===== config.mk =====
export PLATFORM = sky130hd
export DESIGN_NAME = i2s_tx_fifo
export DESIGN_NICKNAME = d
export VERILOG_FILES = /design/src/rtl/i2s_tx_fifo.sv
export SDC_FILE = /design/constraint.sdc
export NUM_CORES = 1
export LEC_CHECK = 0
export CORE_ASPECT_RATIO = 1.75
export CORE_UTILIZATION = 59
export DETAILED_ROUTE_END_ITERATION = 6
export PLACE_DENSITY = 0.8
export SYNTH_ARGS = -nofsm -noshare
export SYNTH_HDL_FRONTEND = slang
export SYNTH_SLANG_ARGS = --single-unit

===== constraint.sdc =====
create_clock -name i2s_bclk -period 4.53 [get_ports i2s_bclk]
set_clock_uncertainty 0.05 [all_clocks]
set_input_delay 0.453 -clock i2s_bclk [delete_from_list [all_inputs] [get_ports i2s_bclk]]
set_output_delay 0.453 -clock i2s_bclk [all_outputs]
set_load 0.02 [all_outputs]

===== src/rtl/i2s_tx_fifo.sv =====
// Stereo-frame FIFO feeding an I2S master: frames are pushed upstream and popped on
// each falling lrclk edge once enough frames have been buffered (FILL -> RUN).
module i2s_tx_fifo #(
  parameter int DSZ       = 16,
  parameter int AW        = 3,
  parameter int START_LVL = 4
) (
  input  logic           i2s_bclk,
  input  logic           reset_n,
  input  logic           i2s_lrclk,
  input  logic           s_valid,
  output logic           s_ready,
  input  logic [DSZ-1:0] s_left,
  input  logic [DSZ-1:0] s_right,
  output logic [DSZ-1:0] left_data_out,
  output logic [DSZ-1:0] right_data_out,
  output logic [AW:0]    level,
  output logic           underrun,
  input  logic           underrun_clr
);

  typedef enum logic [0:0] {
    FILL = 1'b0,
    RUN  = 1'b1
  } state_t;

  localparam int          DEPTH   = 2 ** AW;
  localparam logic [AW:0] DEPTH_L = (AW + 1)'(DEPTH);
  localparam logic [AW:0] START_L = (AW + 1)'(START_LVL);
  localparam logic [AW:0] ZERO_L  = {(AW + 1){1'b0}};
  localparam logic [AW:0] ONE_L   = (AW + 1)'(1);
  localparam logic [AW-1:0] PTR_ONE = AW'(1);

  state_t               state_r;
  state_t               state_nxt_s;
  logic                 lrclk_r;
  logic [AW-1:0]        wr_ptr_r;
  logic [AW-1:0]        rd_ptr_r;
  logic [AW:0]          level_r;
  logic [2*DSZ-1:0]     mem_r [DEPTH];
  logic [DSZ-1:0]       left_r;
  logic [DSZ-1:0]       right_r;
  logic                 underrun_r;
  logic                 push_s;
  logic                 pop_evt_s;
  logic                 rd_s;
  logic                 urun_s;

  // A full FIFO refuses pushes even when a pop lands in the same cycle.
  assign s_ready   = (level_r != DEPTH_L);
  assign push_s    = s_valid & s_ready;
  assign pop_evt_s = lrclk_r & ~i2s_lrclk;

  assign left_data_out  = left_r;
  assign right_data_out = right_r;
  assign level          = level_r;
  assign underrun       = underrun_r;

  // Next-state decode plus classification of each pop event as read or underrun.
  always_comb begin
    state_nxt_s = state_r;
    rd_s        = 1'b0;
    urun_s      = 1'b0;
    case (state_r)
      FILL: begin
        if (level_r >= START_L) begin
          state_nxt_s = RUN;
        end else begin
          state_nxt_s = FILL;
        end
      end
      RUN: begin
        if (pop_evt_s && (level_r != ZERO_L)) begin
          rd_s = 1'b1;
        end else if (pop_evt_s) begin
          urun_s      = 1'b1;
          state_nxt_s = FILL;
        end else begin
          state_nxt_s = RUN;
        end
      end
      default: begin
        state_nxt_s = FILL;
      end
    endcase
  end

  // State register and lrclk sampler; lrclk idles high so reset never fakes a pop.
  always_ff @(posedge i2s_bclk or negedge reset_n) begin
    if (!reset_n) begin
      state_r <= FILL;
      lrclk_r <= 1'b1;
    end else begin
      state_r <= state_nxt_s;
      lrclk_r <= i2s_lrclk;
    end
  end

  // Pointer and level bookkeeping; level is kept separately so full/empty need no extra bit.
  always_ff @(posedge i2s_bclk or negedge reset_n) begin
    if (!reset_n) begin
      wr_ptr_r <= {AW{1'b0}};
      rd_ptr_r <= {AW{1'b0}};
      level_r  <= ZERO_L;
    end else begin
      if (push_s) begin
        wr_ptr_r <= wr_ptr_r + PTR_ONE;
      end else begin
        wr_ptr_r <= wr_ptr_r;
      end
      if (rd_s) begin
        rd_ptr_r <= rd_ptr_r + PTR_ONE;
      end else begin
        rd_ptr_r <= rd_ptr_r;
      end
      case ({push_s, rd_s})
        2'b10:   level_r <= level_r + ONE_L;
        2'b01:   level_r <= level_r - ONE_L;
        default: level_r <= level_r;
      endcase
    end
  end

  // Frame storage, left sample in the upper half.
  always_ff @(posedge i2s_bclk) begin
    if (push_s) begin
      mem_r[wr_ptr_r] <= {s_left, s_right};
    end
  end

  // Output sample registers: silent while filling or on underrun, held between pops.
  always_ff @(posedge i2s_bclk or negedge reset_n) begin
    if (!reset_n) begin
      left_r  <= {DSZ{1'b0}};
      right_r <= {DSZ{1'b0}};
    end else if (rd_s) begin
      left_r  <= mem_r[rd_ptr_r][2*DSZ-1:DSZ];
      right_r <= mem_r[rd_ptr_r][DSZ-1:0];
    end else if (urun_s || (state_r == FILL)) begin
      left_r  <= {DSZ{1'b0}};
      right_r <= {DSZ{1'b0}};
    end else begin
      left_r  <= left_r;
      right_r <= right_r;
    end
  end

  // Sticky underrun flag; a fresh underrun beats a simultaneous clear.
  always_ff @(posedge i2s_bclk or negedge reset_n) begin
    if (!reset_n) begin
      underrun_r <= 1'b0;
    end else if (urun_s) begin
      underrun_r <= 1'b1;
    end else if (underrun_clr) begin
      underrun_r <= 1'b0;
    end else begin
      underrun_r <= underrun_r;
    end
  end

endmodule


==> summary.txt, run 1 <==
Run status
  – Status: finished, final reports clean

Yosys
  – Top FF cell, synth: edfxtp_1
  – Share of the synthesized area in the top cell type: 66.0%
  – Post-synth EDFFs: 256
  – Mapped Avg Cell Area: 18.9 µm²
  – Synth Cell Area: 11,700 µm²
  – Top cells by area, synth: edfxtp_1 (66%), dfrtp_1 (9.4%), mux2_2 (6.4%)
  – Count of cell types in the netlist: 33
  – Sequential area share after synthesis: 75.6%
  – Cell taking the most area after synthesis: edfxtp_1
  – Post-Syn Instances: 616
  – Register bit total from synthesis: 301
  – Synthesized net count: 658
  – FFs w/ async S/R, synth: 15.0%
  – Synthesis Warnings: 0

Min path
  – Worst min path class: in2async

Worst setup path
  – CP most frequent cell: xor2_1
  – Crit. End Element: register
  – Worst Reg-to-Reg Cells: 10
  – CP Depth: 10
  – Reg-to-reg endpoint: level[2]
  – Required @ worst endpoint: 4880 ps
  – Crit path cell chain: or4_4 -> nand3_4 -> inv_2 -> ha_1 -> xor2_1 -> ha_1 -> a21oi_1 -> xor2_1 -> nor2_1 -> xor2_1
  – CP Buf/Inv Count: 1
  – Critical path class: reg2reg
  – CP max stage cell: or4_4
  – Delay-heaviest family, CP: simple AND/OR/NAND/NOR gates
  – Critical path startpoint category: register
  – Crit-path max FO: 35
  – RR Startpoint: level[2]
  – CP arrival: 3370 ps
  – Reg2reg setup slack: 1510 ps
  – Max stage delay on crit path: 590 ps

STA
  – Max Clk Rate: 331 MHz
  – Final WS setup: 1510 ps
  – Tmin final: 3020 ps
  – RSZ-0062 raised after global routing: false
  – Worst Tran Pin Value: 1220 ps
  – Final worst-path cycle share: 66.7%
  – Final setup viols: 0
  – Final Max Slew Viols: 0
  – Setup TNS: 0 ps
  – Final count of hold timing violations: 0
  – Relative slew slack: 18.2%

CTS
  – Post-CTS Resized: 0
  – Clock Sinks: 301
  – CTS tree: yes
  – Hold Buf Count CTS: 0
  – CTS Buf Count: 26
  – Root buffer selected by CTS: clkbuf_16
  – Clk Latency, worst-skew pair: 520 ps
  – H-tree depth: 1
  – Reg clk slew, reported paths: 70 ps
  – CTS Buffer Depth: 3
  – Post-CTS setup buffers: 0

GRT
  – Grt total ovfl: 0
  – GRT Max-Usage Layer: met2
  – Initial antenna violation count: 0
  – Largest net degree at the start of global routing: 70
  – Met1 Use GR: 28.8%
  – First-pass GRT wire length: 35,300 µm
  – GR Layer Usage met3: 2.64%
  – Vias in the first global route: 6,385
  – Met2 usage: 42.2%
  – Total GRT Usage: 23.5%

Pwr
  – Maximum VDD drop: 361 µV
  – PD cells: 639 nW/µm²
  – P_leak: 0.00450 µW

Floorplan
  – Initial Util: 60.4%
  – Die span in x: 108 µm
  – Die area: 20,300 µm²
  – Rows: 67
  – DIE HEIGHT: 188 µm
  – IO Count: 75
  – Core box area: 19,300 µm²

Finish
  – N_diodes: 0
  – Layout cell share with drive strength beyond 1: 23.2%
  – P&R area growth vs syn: 15.8%
  – Design area: 13,500 µm²
  – Total Nets Final: 736

Routing
  – Final antenna-violating net count: 0
  – Via count: 5,872
  – Avg WL per Cell: 23.7 µm
  – 1st-pass router iterations: 4
  – Drt via density: 6.15
  – DRT Wirelength: 22,700 µm
  – Residual DRC: 0
  – Starting DRT DRC Count: 307

Place
  – Area after DPL: 12,600 µm²
  – Hpwl dp: 12,500 µm
  – RePlAce Congestion: 0.712
  – Pre-CTS WS: 1210 ps
  – Port Buf Inserts: 74

Run
  – Max Cap Violations: 0
==> worst max-delay path by stage <==
| stage | from | endpoint | slack (ps) |
|---|---|---|---|
| 2_1_floorplan | level[2] | mem_r[0][0] | 610 |
| 3_3_place_gp | i2s_lrclk | level[2] | 1390 |
| 3_5_place_dp | i2s_lrclk | level[2] | 1210 |
| 4_1_cts | level[2] | level[2] | 1520 |
| 5_1_grt | level[2] | level[2] | 1360 |
| 6_report | level[2] | level[2] | 1510 |
==> metrics by stage <==
step / utilization (%) / hold slack (ps) / instances / power [µW]
floorplan: - / 107 / 616 / 5560
global placement: 65.3 / 414 / 907 / 6260
detailed placement: 65.3 / 418 / 907 / 6380
CTS: 70.0 / 15.8 / 955 / 8680
global route: 70.0 / 53.7 / 955 / 8970
finish: 70.0 / 1.78 / 955 / 8630
==> sequential cells by signal, summed over array words and instances (netlist names) <==
name            flops
mem_r             256
level               4
left_data_out      16
state_r             1
underrun            1
wr_ptr_r            3
right_data_out     16
rd_ptr_r            3
lrclk_r             1
==> placed cells by master (no fill, tap or decap), types with 27 or more instances in the layout <==
| cell type | instances |
|---|---|
| clkbuf_16 | 27 |
| clkdlybuf4s50_1 | 73 |
| dfrtp_1 | 42 |
| edfxtp_1 | 256 |
| mux2_2 | 66 |
| mux4_2 | 32 |
| nand2_1 | 41 |
| nor2b_1 | 33 |
| o22ai_1 | 33 |
| o31ai_1 | 33 |
==> cells in the mapped netlist (2+ instances only) <==
cell type / number
buf_4: 7
nand3_1: 2
xnor2_1: 4
a21oi_1: 2
clkbuf_1: 7
buf_6: 9
mux2_2: 66
ha_1: 5
nor2b_1: 34
nor3_1: 2
xor2_1: 4
nand2_1: 41
nand2b_1: 3
mux4_2: 32
dfrtp_1: 44
edfxtp_1: 256
o31ai_1: 33
buf_2: 10
o22ai_1: 33
nor4b_1: 2
nor2_1: 8
==> worst register-to-register path, delay by kind of cell (launching register included) <==
family	cells	cell delay, ps
fa+ha+maj	2	490
buf+inv	1	130
flops	1	470
simple gates	3	1110
xor+xnor	3	500
compound gates	1	160
==> area by class of cell <==
cell class | instances | area, µm²
clock inverters | 13 | 166
flip-flops and latches | 301 | 8820
fillers | 1220 | 5790
inverters | 2 | 7.51
clock buffers | 35 | 736
multi-input cells | 280 | 2660
repair buffers | 83 | 803
well taps | 241 | 302
==> cells by family after synthesis <==
logic type	count (synthesis)	synth area share, %
compound gates	70	4.11
simple gates	99	4.50
xor+xnor	8	0.601
flops	301	75.6
mux	98	12.6
fa+ha+maj	5	0.537
buf+inv	35	2.04
==> per-layer routing <==
metal	part of all wire (%)	up-vias	wire length, µm
li1	-	2580	-
met1	37	3046	8470
met2	55	198	12600
met3	4.7	48	1070
met4	2.5	0	563
met5	0	-	0
==> power breakdown <==
group	leakage, µW	internal (µW)	switching, µW
combinational	0.00119	1140	1260
sequential	0.00287	3550	370
clock	0.000437	1370	939
Power figures use the tool's default switching activity.
==> run 2: changes to the inputs <==
==> constraint.sdc (replaced) <==
create_clock -name i2s_bclk -period 2.8 [get_ports i2s_bclk]
set_clock_uncertainty 0.05 [all_clocks]
set_input_delay 0.28 -clock i2s_bclk [delete_from_list [all_inputs] [get_ports i2s_bclk]]
set_output_delay 0.28 -clock i2s_bclk [all_outputs]
set_load 0.02 [all_outputs]
==> run 2 against run 1 <==
Net effect:
- utilization increased by 0.45 points
- sequential cell count unchanged
- sequential power increased by 59%
- critical path depth unchanged
- critical path type unchanged
- largest cell class unchanged
- largest power group unchanged
==> summary.txt, run 2 (synthesis gave the netlist of run 1 again) <==
CTS
  – Clock Sinks: 301 (unchanged)
  – Post-CTS setup buffers: 0 (unchanged)
  – CTS Buffer Depth: 3 (unchanged)
  – Reg clk slew, reported paths: 70 ps (about the same)
  – CTS tree: yes
  – Root buffer selected by CTS: clkbuf_16
  – Clk Latency, worst-skew pair: 510 ps (about the same)
  – Post-CTS Resized: 0 (unchanged)
  – CTS Buf Count: 25 (-3.8%)
  – H-tree depth: 1 (unchanged)

Routing
  – Starting DRT DRC Count: 412 (+34%)
  – Via count: 6,056 (+3.1%)
  – Final antenna-violating net count: 0 (unchanged)
  – DRT Wirelength: 24,000 µm (+5.6%)
  – 1st-pass router iterations: 5 (+1)
  – Residual DRC: 0 (unchanged)
  – Avg WL per Cell: 24.7 µm (+4.0%)
  – Drt via density: 6.24 (+1.5%)

Run status
  – Status: finished, final reports clean

Run
  – Max Cap Violations: 0 (unchanged)

STA
  – Worst Tran Pin Value: 869 ps (-356 ps)
  – Final WS setup: 220 ps (-1290 ps)
  – Final worst-path cycle share: 92.1% (+25 points)
  – RSZ-0062 raised after global routing: false
  – Relative slew slack: 42.1% (+24 points)
  – Max Clk Rate: 388 MHz (+17%)
  – Final Max Slew Viols: 0 (unchanged)
  – Final setup viols: 0 (unchanged)
  – Tmin final: 2580 ps (-442 ps)
  – Final count of hold timing violations: 0 (unchanged)
  – Setup TNS: 0 ps (unchanged)

Finish
  – Total Nets Final: 753 (+2.3%)
  – Max FFs per register: 256 (unchanged)
  – Largest register by flop count: mem_r
  – Layout cell share with drive strength beyond 1: 24.3% (+1.0 points)
  – N_diodes: 0 (unchanged)
  – Most frequent cells in the layout: edfxtp_1 (256), clkdlybuf4s50_1 (73), mux2_2 (66)
  – P&R area growth vs syn: 16.5%
  – Most common cell after layout, fill and taps aside: edfxtp_1
  – Number of fill cells: 1,196 (-2.0%)

Pwr
  – Power Total: 13,800 µW (+60%)
  – P_leak: 0.00456 µW (+1.2%)
  – Maximum VDD drop: 949 µV (+160%)
  – PD cells: 1010 nW/µm² (+59%)

Worst setup path
  – Crit path cell chain: or4_4 -> nand3_4 -> inv_2 -> ha_1 -> xor2_1 -> ha_1 -> a21oi_1 -> xor2_1 -> nor2_1 -> xor2_1
  – Required @ worst endpoint: 3150 ps (-1730 ps)
  – Crit. End Element: register
  – Max stage delay on crit path: 590 ps (about the same)
  – Critical path class: reg2reg
  – Crit-path max FO: 8 (-77%)
  – CP max stage cell: or4_4
  – CP Buf/Inv Count: 1 (unchanged)
  – Critical path startpoint category: register
  – CP arrival: 2930 ps (-440 ps)
  – Delay-heaviest family, CP: simple AND/OR/NAND/NOR gates
  – CP most frequent cell: xor2_1
  – Worst Reg-to-Reg Cells: 10 (unchanged)
  – CP Depth: 10 (unchanged)

Floorplan
  – DIE HEIGHT: 188 µm (unchanged)
  – Initial Util: 60.4% (unchanged)
  – Die area: 20,300 µm² (unchanged)
  – IO Count: 75 (unchanged)
  – Die span in x: 108 µm (unchanged)
  – Rows: 67 (unchanged)
  – Core box area: 19,300 µm² (unchanged)

Place
  – Port Buf Inserts: 74 (unchanged)
  – Pre-CTS WS: 258 ps (-956 ps)
  – Hpwl dp: 14,000 µm (+12%)
  – RePlAce Congestion: 0.754 (+5.8%)

Min path
  – Hold depth: 1
  – Worst min path class: in2reg

GRT
  – Initial antenna violation count: 0 (unchanged)
  – Vias in the first global route: 6,539 (+2.4%)
  – Grt total ovfl: 0 (unchanged)
  – First-pass GRT wire length: 36,300 µm (+2.6%)
  – Total GRT Usage: 24.6% (+1.2 points)
  – Largest net degree at the start of global routing: 46 (-34%)
-- run 2: path summary, 6_finish.rpt --
check                                  from               end  slack [ps]
setup / recovery                   level[2]          level[2]         220
hold / removal                    i2s_lrclk           lrclk_r         160
setup reg to reg                   level[2]          level[2]         220
hold reg to reg            left_data_out[9]  left_data_out[9]         430
max in group asynchronous           reset_n       rd_ptr_r[1]        1700
min in group asynchronous           reset_n          level[0]         360
-- run 2: timing repair --
item                                   4_1_cts  5_1_grt
hold buffers                                 1        0
setup endpoints to repair                    0        0
endpoints found under the hold margin       28        0
-- run 2: report_power, final --
part	total (µW)	switching, µW	internal (µW)
combinational	4230	2270	1960
sequential	6230	494	5730
clock	3310	1460	1840
total	13800	4220	9540
-- run 2: area by class of cell --
| type | count | area (µm²) | area share (%) |
|---|---|---|---|
| Inverter | 2 | 7.51 | 0.0553 |
| Timing Repair Buffer | 101 | 1000 | 7.39 |
| Sequential cell | 301 | 8820 | 65.0 |
| Multi-Input combinational cell | 280 | 2670 | 19.7 |
| Clock buffer | 29 | 651 | 4.79 |
| Tap cell | 241 | 302 | 2.22 |
| Clock inverter | 16 | 125 | 0.921 |
-- run 2: routing by layer --
layer / track usage [%] / vias to the layer above / routed length (µm)
li1: - / 2619 / -
met5: 0 / - / 0
met3: 3.65 / 60 / 1520
met2: 44.4 / 281 / 13200
met1: 27.9 / 3096 / 8290
met4: 12.2 / 0 / 984
-- run 2: stage by stage --
stage	hold slack, ps	instances	utilization [%]	area, µm²
final	159	970	70.4	13600
after global routing	156	970	70.4	13600
after CTS	144	970	70.4	13600
after detailed placement	391	924	66.3	12800
after global placement	376	924	66.3	12800
after floorplan	-65.6	616	-	11700
